[src/rtl/knn_merge_ctrl.sv]
// Merges two ascending K-nearest-neighbour lists into the best K entries and
// takes a majority vote over their class fields.
module knn_merge_ctrl #(
  parameter int unsigned DIST_W = 18,
  parameter int unsigned K      = 5
) (
  input  logic                     clk,
  input  logic                     rst,
  input  logic                     odd_valid,
  output logic                     odd_ready,
  input  logic [K*(DIST_W+2)-1:0]  odd_list,
  input  logic                     even_valid,
  output logic                     even_ready,
  input  logic [K*(DIST_W+2)-1:0]  even_list,
  output logic                     res_valid,
  input  logic                     res_ready,
  output logic [K*(DIST_W+2)-1:0]  res_topk,
  output logic [1:0]               res_class,
  output logic                     busy
);

  localparam int unsigned EW = DIST_W + 2;
  localparam int unsigned PW = $clog2(K + 1);
  localparam int unsigned CW = $clog2(K + 1);

  localparam logic [1:0] COLLECT = 2'd0;
  localparam logic [1:0] MERGE   = 2'd1;
  localparam logic [1:0] VOTE    = 2'd2;
  localparam logic [1:0] OUT     = 2'd3;

  logic [1:0]                state, state_n;
  logic                      odd_cap, odd_cap_n, even_cap, even_cap_n;
  logic [PW-1:0]             po, po_n, pe, pe_n, n, n_n;
  logic [K-1:0][EW-1:0]      odd_q, odd_q_n, even_q, even_q_n, topk_q, topk_n;
  logic [1:0]                class_q, class_n;
  logic                      res_valid_n, busy_n, odd_ready_n, even_ready_n;

  logic                      odd_acc, even_acc, take_odd;
  logic [PW-1:0]             po_idx, pe_idx;
  logic [EW-1:0]             odd_head, even_head;
  logic [CW-1:0]             cnt [4];
  logic [CW-1:0]             best;
  logic [1:0]                vote;

  assign res_topk  = topk_q;
  assign res_class = class_q;

  // Head selection; an exhausted list always yields to the other one.
  always_comb begin
    po_idx    = (po < PW'(K)) ? po : '0;
    pe_idx    = (pe < PW'(K)) ? pe : '0;
    odd_head  = odd_q[po_idx];
    even_head = even_q[pe_idx];
    take_odd  = (pe >= PW'(K)) ||
                ((po < PW'(K)) && (odd_head[EW-1:2] <= even_head[EW-1:2]));
  end

  // Class histogram; strict '>' while scanning slots in order keeps the
  // earliest-occurring class on a count tie.
  always_comb begin
    for (int c = 0; c < 4; c++) cnt[c] = '0;
    for (int i = 0; i < int'(K); i++) cnt[topk_q[i][1:0]] = cnt[topk_q[i][1:0]] + CW'(1);
    best = '0;
    vote = '0;
    for (int i = 0; i < int'(K); i++) begin
      if (cnt[topk_q[i][1:0]] > best) begin
        best = cnt[topk_q[i][1:0]];
        vote = topk_q[i][1:0];
      end
    end
  end

  always_comb begin
    state_n    = state;
    odd_cap_n  = odd_cap;
    even_cap_n = even_cap;
    po_n       = po;
    pe_n       = pe;
    n_n        = n;
    odd_q_n    = odd_q;
    even_q_n   = even_q;
    topk_n     = topk_q;
    class_n    = class_q;
    odd_acc    = (state == COLLECT) && !odd_cap && odd_valid && odd_ready;
    even_acc   = (state == COLLECT) && !even_cap && even_valid && even_ready;

    case (state)
      COLLECT: begin
        if (odd_acc) begin
          odd_cap_n = 1'b1;
          odd_q_n   = odd_list;
        end
        if (even_acc) begin
          even_cap_n = 1'b1;
          even_q_n   = even_list;
        end
        if (odd_cap_n && even_cap_n) begin
          state_n = MERGE;
          po_n    = '0;
          pe_n    = '0;
          n_n     = '0;
        end
      end
      MERGE: begin
        topk_n[n] = take_odd ? odd_head : even_head;
        n_n       = n + PW'(1);
        if (take_odd) po_n = po + PW'(1);
        else          pe_n = pe + PW'(1);
        if (n == PW'(K - 1)) state_n = VOTE;
      end
      VOTE: begin
        class_n = vote;
        state_n = OUT;
      end
      OUT: begin
        if (res_valid && res_ready) begin
          state_n    = COLLECT;
          odd_cap_n  = 1'b0;
          even_cap_n = 1'b0;
        end
      end
      default: state_n = COLLECT;
    endcase

    res_valid_n  = (state_n == OUT);
    busy_n       = (state_n == MERGE) || (state_n == VOTE);
    odd_ready_n  = (state_n == COLLECT) && !odd_cap_n;
    even_ready_n = (state_n == COLLECT) && !even_cap_n;
  end

  always_ff @(posedge clk or posedge rst) begin
    if (rst) begin
      state      <= COLLECT;
      odd_cap    <= 1'b0;
      even_cap   <= 1'b0;
      po         <= '0;
      pe         <= '0;
      n          <= '0;
      odd_q      <= '0;
      even_q     <= '0;
      topk_q     <= '0;
      class_q    <= '0;
      res_valid  <= 1'b0;
      busy       <= 1'b0;
      odd_ready  <= 1'b0;
      even_ready <= 1'b0;
    end else begin
      state      <= state_n;
      odd_cap    <= odd_cap_n;
      even_cap   <= even_cap_n;
      po         <= po_n;
      pe         <= pe_n;
      n          <= n_n;
      odd_q      <= odd_q_n;
      even_q     <= even_q_n;
      topk_q     <= topk_n;
      class_q    <= class_n;
      res_valid  <= res_valid_n;
      busy       <= busy_n;
      odd_ready  <= odd_ready_n;
      even_ready <= even_ready_n;
    end
  end

endmodule

[config.mk]
export PLATFORM = sky130hd
export DESIGN_NAME = knn_merge_ctrl
export DESIGN_NICKNAME = d
export VERILOG_FILES = /design/src/rtl/knn_merge_ctrl.sv
export SDC_FILE = /design/constraint.sdc
export NUM_CORES = 1
export LEC_CHECK = 0
export CORE_MARGIN = 5
export CORE_UTILIZATION = 40
export DETAILED_ROUTE_END_ITERATION = 10
export GPL_TIMING_DRIVEN = 0
export PLACE_DENSITY = 0.62
export SKIP_CTS_REPAIR_TIMING = 1
export SYNTH_ARGS = -nofsm -noshare
export SYNTH_HDL_FRONTEND = slang
export SYNTH_SLANG_ARGS = --single-unit
[constraint.sdc]
create_clock -name clk -period 18.6 [get_ports clk]
set_input_delay 3.72 -clock clk [delete_from_list [all_inputs] [get_ports clk]]
set_output_delay 3.72 -clock clk [all_outputs]
set_load 0.05 [all_outputs]
==> Yosys cells after proc, flatten, opt, wreduce, memory -nomap -nowiden <==
Cells that the tools add are included.
{ "word_totals": {"word_cells": 185, "input_bits": 205, "ff_bits": 319} }
{ "op_classes": {"n_bitwise": 6, "muxes": 81, "addsub": 8, "eq_ne": 10, "n_reduce_logical": 31, "order_cmp": 23} }
{ "op_table": {"columns": ["operator", "count"], "rows": [
  ["20-bit binary-select mux with 3-bit select", 2],
  ["3-bit two-way mux", 34],
  ["100-bit bitwise mux", 1],
  ["20-bit two-way mux", 4],
  ["3-bit binary-select mux with 2-bit select", 10],
  ["20-bit demux with 3-bit select", 1],
  ["12-bit bitwise mux", 4],
  ["3-bit demux with 2-bit select", 5],
  ["3-bit by 1-bit adder with 3-bit output, second input constant", 8],
  ["3-bit >= comparator, second input constant", 6],
  ["18-bit <= comparator", 1],
  ["3-bit case mux with 2 select lines", 3],
  ["1-bit logical AND", 17],
  ["2-bit two-way mux", 8],
  ["3-bit by 1-bit < comparator with 1-bit output, second input constant", 5],
  ["2-bit NOT with 3-bit output", 5],
  ["12-bit bitwise AND", 1],
  ["3-bit greater-than comparator", 4],
  ["3-bit by 4-bit < comparator with 1-bit output, second input constant", 3],
  ["2-bit == test, second input constant", 4],
  ["2-bit case mux with 4 select lines", 1],
  ["3-bit < comparator, second input constant", 2],
  ["1-bit two-way mux", 6],
  ["2-bit AND reduction", 3],
  ["other kinds (12)", 21]
]} }

==> Longest topological paths before layout <==
{ "depth": {"depth_word": 39, "ltp_mapped": 54} }

==> Worst setup path after synthesis <==
OpenSTA, ideal clock, no wires.
{ "synth_timing": {"kind": "reg-to-reg", "start": "register topk_q, in the netlist res_topk[41]", "end": "register class_q[0] (netlist: res_class[0])", "required_time_ns": 18.473, "period_less_slack_ns": 9.847, "setup_time_ns": 0.127, "path_slack_ns": 8.753, "path_stages_with_launch": 45, "arrival_time_ns": 9.721, "path_cell_list": "dfrtp_1 buf_2 buf_1 buf_1 o221ai_1 a31oi_1 a21boi_0 ha_1 and3b_1 a31o_2 mux4_2 ha_1 nor3_1 a21oi_1 nor2_1 a21oi_1 a21oi_1 a31oi_1 (+9 left out) ha_1 a21o_1 a21oi_1 a31o_2 o21ai_1 o22a_1 inv_1 ha_1 a32oi_1 nand2_1 o21a_1 ha_1 nor2b_1 o21ai_0 a32oi_1 o211ai_1 nor3_1 a21oi_1"} }
{ "synth_between": {"elab_chain_cells": 29} }
{ "synth_rtl": {"columns": ["item", "line", "rtl"], "rows": [
  ["start: declaration", "34", "logic [K-1:0][EW-1:0] odd_q, odd_q_n, even_q, even_q_n, topk_q, topk_n;"],
  ["start signal: assignment", "156", "topk_q <= topk_n;"],
  ["2-bit NOT with 3-bit output (implied by the code) *", "62, 66, 67", null],
  ["3-bit binary-select mux with 2-bit select (tied with other cells)", "62", "for (int i = 0; i < int'(K); i++) cnt[topk_q[i][1:0]] = cnt[topk_q[i][1:0]] + CW'(1);"],
  ["3-bit two-way mux (implied by the code) / 1-bit logical AND (equally long branches)", "62", null],
  ["3-bit two-way mux (implied by the code)", "62", null],
  ["3-bit by 1-bit adder with 3-bit output / 3-bit demux with 2-bit select (equally long branches)", "62", null],
  ["12-bit bitwise mux", "62", null],
  ["3-bit binary-select mux with 2-bit select", "62", null],
  ["3-bit two-way mux (implied by the code) (2 in a row)", "62", null],
  ["(+12 left out)", null, null],
  ["3-bit greater-than comparator", "66", "if (cnt[topk_q[i][1:0]] > best) begin"],
  ["3-bit two-way mux", "66", null],
  ["3-bit greater-than comparator", "66", null],
  ["3-bit two-way mux", "66", null],
  ["3-bit greater-than comparator", "66", null],
  ["3-bit two-way mux", "66", null],
  ["3-bit greater-than comparator", "66", null],
  ["2-bit two-way mux *", "66", null],
  ["end signal: assignment", "157", "class_q <= class_n;"],
  ["end: declaration", "35", "logic [1:0] class_q, class_n;"]
]} }
Every way passes the cells marked *; elsewhere a longest branch is shown, timed or not. The select of a mux whose other input is x is not followed.
A chain may end at the register's enable or synchronous reset.

==> Worst setup path in the final report <==
Same ends and word-level chain as after synthesis.

==> summary.md <==
| Metric | Value |
|---|---|
| Run status | `complete, no violations` |
| Largest net degree at the start of global routing | `118` |
| Number of flops mapped to enable cells by yosys | `0` |
| Min Hold Slack | `479 ps` |
| Vias in the first global route | `13800` |
| Core ar. | `40700 um^2` |
| Avg Inst Size Synth | `10.8 um^2` |
| Critical Path End Type | `flip-flop` |
| Met3 wire len | `3160 um` |
| Final Cell Area | `21400 um^2` |
| Yosys warning count | `0` |
| Die Y | `213 um` |
| Netlist cell types | `77` |
| Post-synthesis mux area share | `17.6%` |
| Commonest non-fill, non-tap cell in the layout | `dfrtp_1` |
| M1 WL | `22400 um` |
| Post-Synth XOR/XNOR Area | `1.76%` |
| Final ANT Viol Nets | `0` |
| Initial antenna violation count | `10` |
| DR top layer | `met5` |
| Final HPWL DP | `42300 um` |
| #FFs+latches synth | `319` |
| Main combinational cell family by area after synthesis | `multiplexers` |
| Area Overhead vs Synth | `30.4%` |
| Die X | `213 um` |
| Total CTS buffers | `36` |
| Grt ovf | `0` |
| First-pass GRT wire length | `81500 um` |
| Rows | `74` |
| Adder-cell share of the synthesized area | `3.35%` |
| Hold path cells | `2` |
| Reg2Reg Setup Slack | `7050 ps` |
| HP Class | `flip-flop to flip-flop` |
| Worst path most repeated cell | `ha_1` |
| Synth Area in Compound Gates | `15.7%` |
| Fmax | `86.6 MHz` |
| Clock Latency Late Sink | `540 ps` |
| Setup Total Neg Slack | `0 ps` |
| # DRC | `0` |
| Ys async rst share | `100%` |
| Startpoint Class | `flip-flop` |
| Hold path start | `res_topk[39]` |
| Worst r2r src | `res_topk[41]` |
| Simple-Gate Fraction of Synth Area | `9.23%` |
| Crit-path max cell delay | `550 ps` |
| Worst Skew | `21.1 ps` |
| Final setup fails | `0` |
| Placed inst area | `20300 um^2` |
| Port-buffer cells | `310` |
| Vias | `13400` |
| Net Count, Synth | `1766` |
| Critical Path AT | `11960 ps` |
| Fin crit share | `62.1%` |
| Count of pins over their slew limit | `0` |
| First-pass DRT Iterations | `5` |
| Ys flop type | `dfrtp_1` |
| Layout net count | `2116` |
| Die area | `45200 um^2` |
| Wire per inst | `22.2 um` |
| Worst slew pin tran | `918 ps` |
| Headroom to the max-slew limit | `38.3%` |
| Clk sinks | `319` |
| Routed wire length | `53900 um` |
| DRT iter0 DRCs | `801` |
| Critical Path RT | `19010 ps` |
| Worst R2R End | `res_class[0]` |
| CTS max path bufs | `3` |
| Crit Path Max Fanout | `10` |
| Top Family by Delay on Critical Path | `compound AO/OA/AOI/OAI gates` |
| Gpl congestion | `0.931` |
| RSZ-0062 raised after global routing | `no` |
| WHS Endpoint | `res_topk[39]` |
| Worst-path clk slew | `60 ps` |
| CTS tree | `done` |
| Cells after synthesis | `1517` |
| Layout cell share with drive strength beyond 1 | `17.0%` |
| Final hold violation count | `0` |
| Worst setup path category | `flip-flop to flip-flop` |
| R2R depth | `48` |
| Cell area after synthesis | `16400 um^2` |
| Critical path's slowest cell | `dfrtp_1` |
| Highest-count cells in the layout ignoring fill and taps | `dfrtp_1, clkdlybuf4s50_1, mux2_2, nand2_1, o21ai_0` |
| CTS root buffer | `clkbuf_16` |
| Met2 wire length | `26300 um` |
| CTS H-tree lvls | `2` |
| Ports | `311` |
| Total GRT Usage | `23.3%` |
| Sequential area share after synthesis | `48.6%` |
| Buffer and inverter count on the worst path | `5` |
| Fin crit period | `11550 ps` |
| Vias/cell | `5.54` |
| Max-capacitance violation count | `0` |
| Initial Util | `40.3%` |
## worst max-delay path by stage
| stage | from | endpoint | slack (ps) | depth (start not counted) |
|---|---|---|---|---|
| after floorplan | rst | busy | 6050 | 1 |
| after global placement | rst | even_q[55] | 2010 | 2 |
| after detailed placement | res_topk[41] | res_class[0] | 7190 | 49 |
| after CTS | res_topk[41] | res_class[0] | 7180 | 48 |
| after global routing | res_topk[41] | res_class[0] | 6300 | 49 |
| final | res_topk[41] | res_class[0] | 7050 | 48 |
## stage by stage
step	util (%)	setup WS (ps)	cells
global placement	49.6	2010	2359
floorplan	-	6050	1517
global route	52.6	6300	2424
finish	52.6	7050	2424
detailed placement	49.7	7190	2361
CTS	52.5	7180	2420
## cells by family (layout without fill, tap and decap cells)
logic type | Yosys count | in the layout
compound gates | 389 | 389
xor+xnor | 28 | 28
fa+ha+maj | 44 | 44
buf+inv | 158 | 529
flops | 319 | 319
mux | 246 | 246
other cells | 0 | 4
simple gates | 333 | 333
## area by class of cell
type | instances | area, um^2
diodes | 4 | 10.0
plain buffers | 109 | 438
clock buffers | 50 | 1030
clock inverters | 9 | 113
fillers | 3703 | 19300
inverters | 49 | 191
multi-input cells | 1040 | 7820
flip-flops and latches | 319 | 7980
well taps | 532 | 666
repair buffers | 312 | 3160
## metal layers
metal	GRT usage (%)	vias to the layer above
li1	-	6203
met3	4.44	101
met4	8.74	12
met5	0	-
met2	39.0	403
met1	30.4	6706
## registers in the layout (all words and copies together) (netlist names), 2 cells and up
name       count
even_q       100
odd_q        100
n              3
pe             3
state          2
po             3
res_class      2
res_topk     100
## synth_stat cells, types with 9 or more instances
library cell | n | share of area (%)
dfrtp_1 | 319 | 49
mux2_2 | 223 | 15
nand2_1 | 190 | 4.3
o21ai_0 | 123 | 3.7
clkbuf_1 | 88 | 2.0
a21oi_1 | 71 | 2.2
inv_1 | 49 | 1.1
ha_1 | 44 | 3.4
nor2_1 | 43 | 0.98
a221oi_1 | 41 | 2.2
nor2b_1 | 31 | 1.2
a211oi_1 | 22 | 1.0
a22o_1 | 20 | 1.1
a311oi_1 | 19 | 1.0
a22oi_1 | 18 | 0.82
nand3_1 | 14 | 0.43
xnor2_1 | 14 | 0.75
mux2i_1 | 11 | 0.67
mux4_2 | 11 | 1.5
buf_1 | 9 | 0.21
xor2_1 | 9 | 0.48
## worst reg2reg max path, delay by kind of cell, from the launching register on
family,cells,cell delay (ps)
buf+inv,5,1350
fa+ha+maj,7,2130
mux,2,990
simple gates,10,1440
compound gates,24,5000
flops,1,550
Power is left out: the tool's default activity adds up to more than one toggle a clock period on the data nets, which glitch-free logic cannot reach.
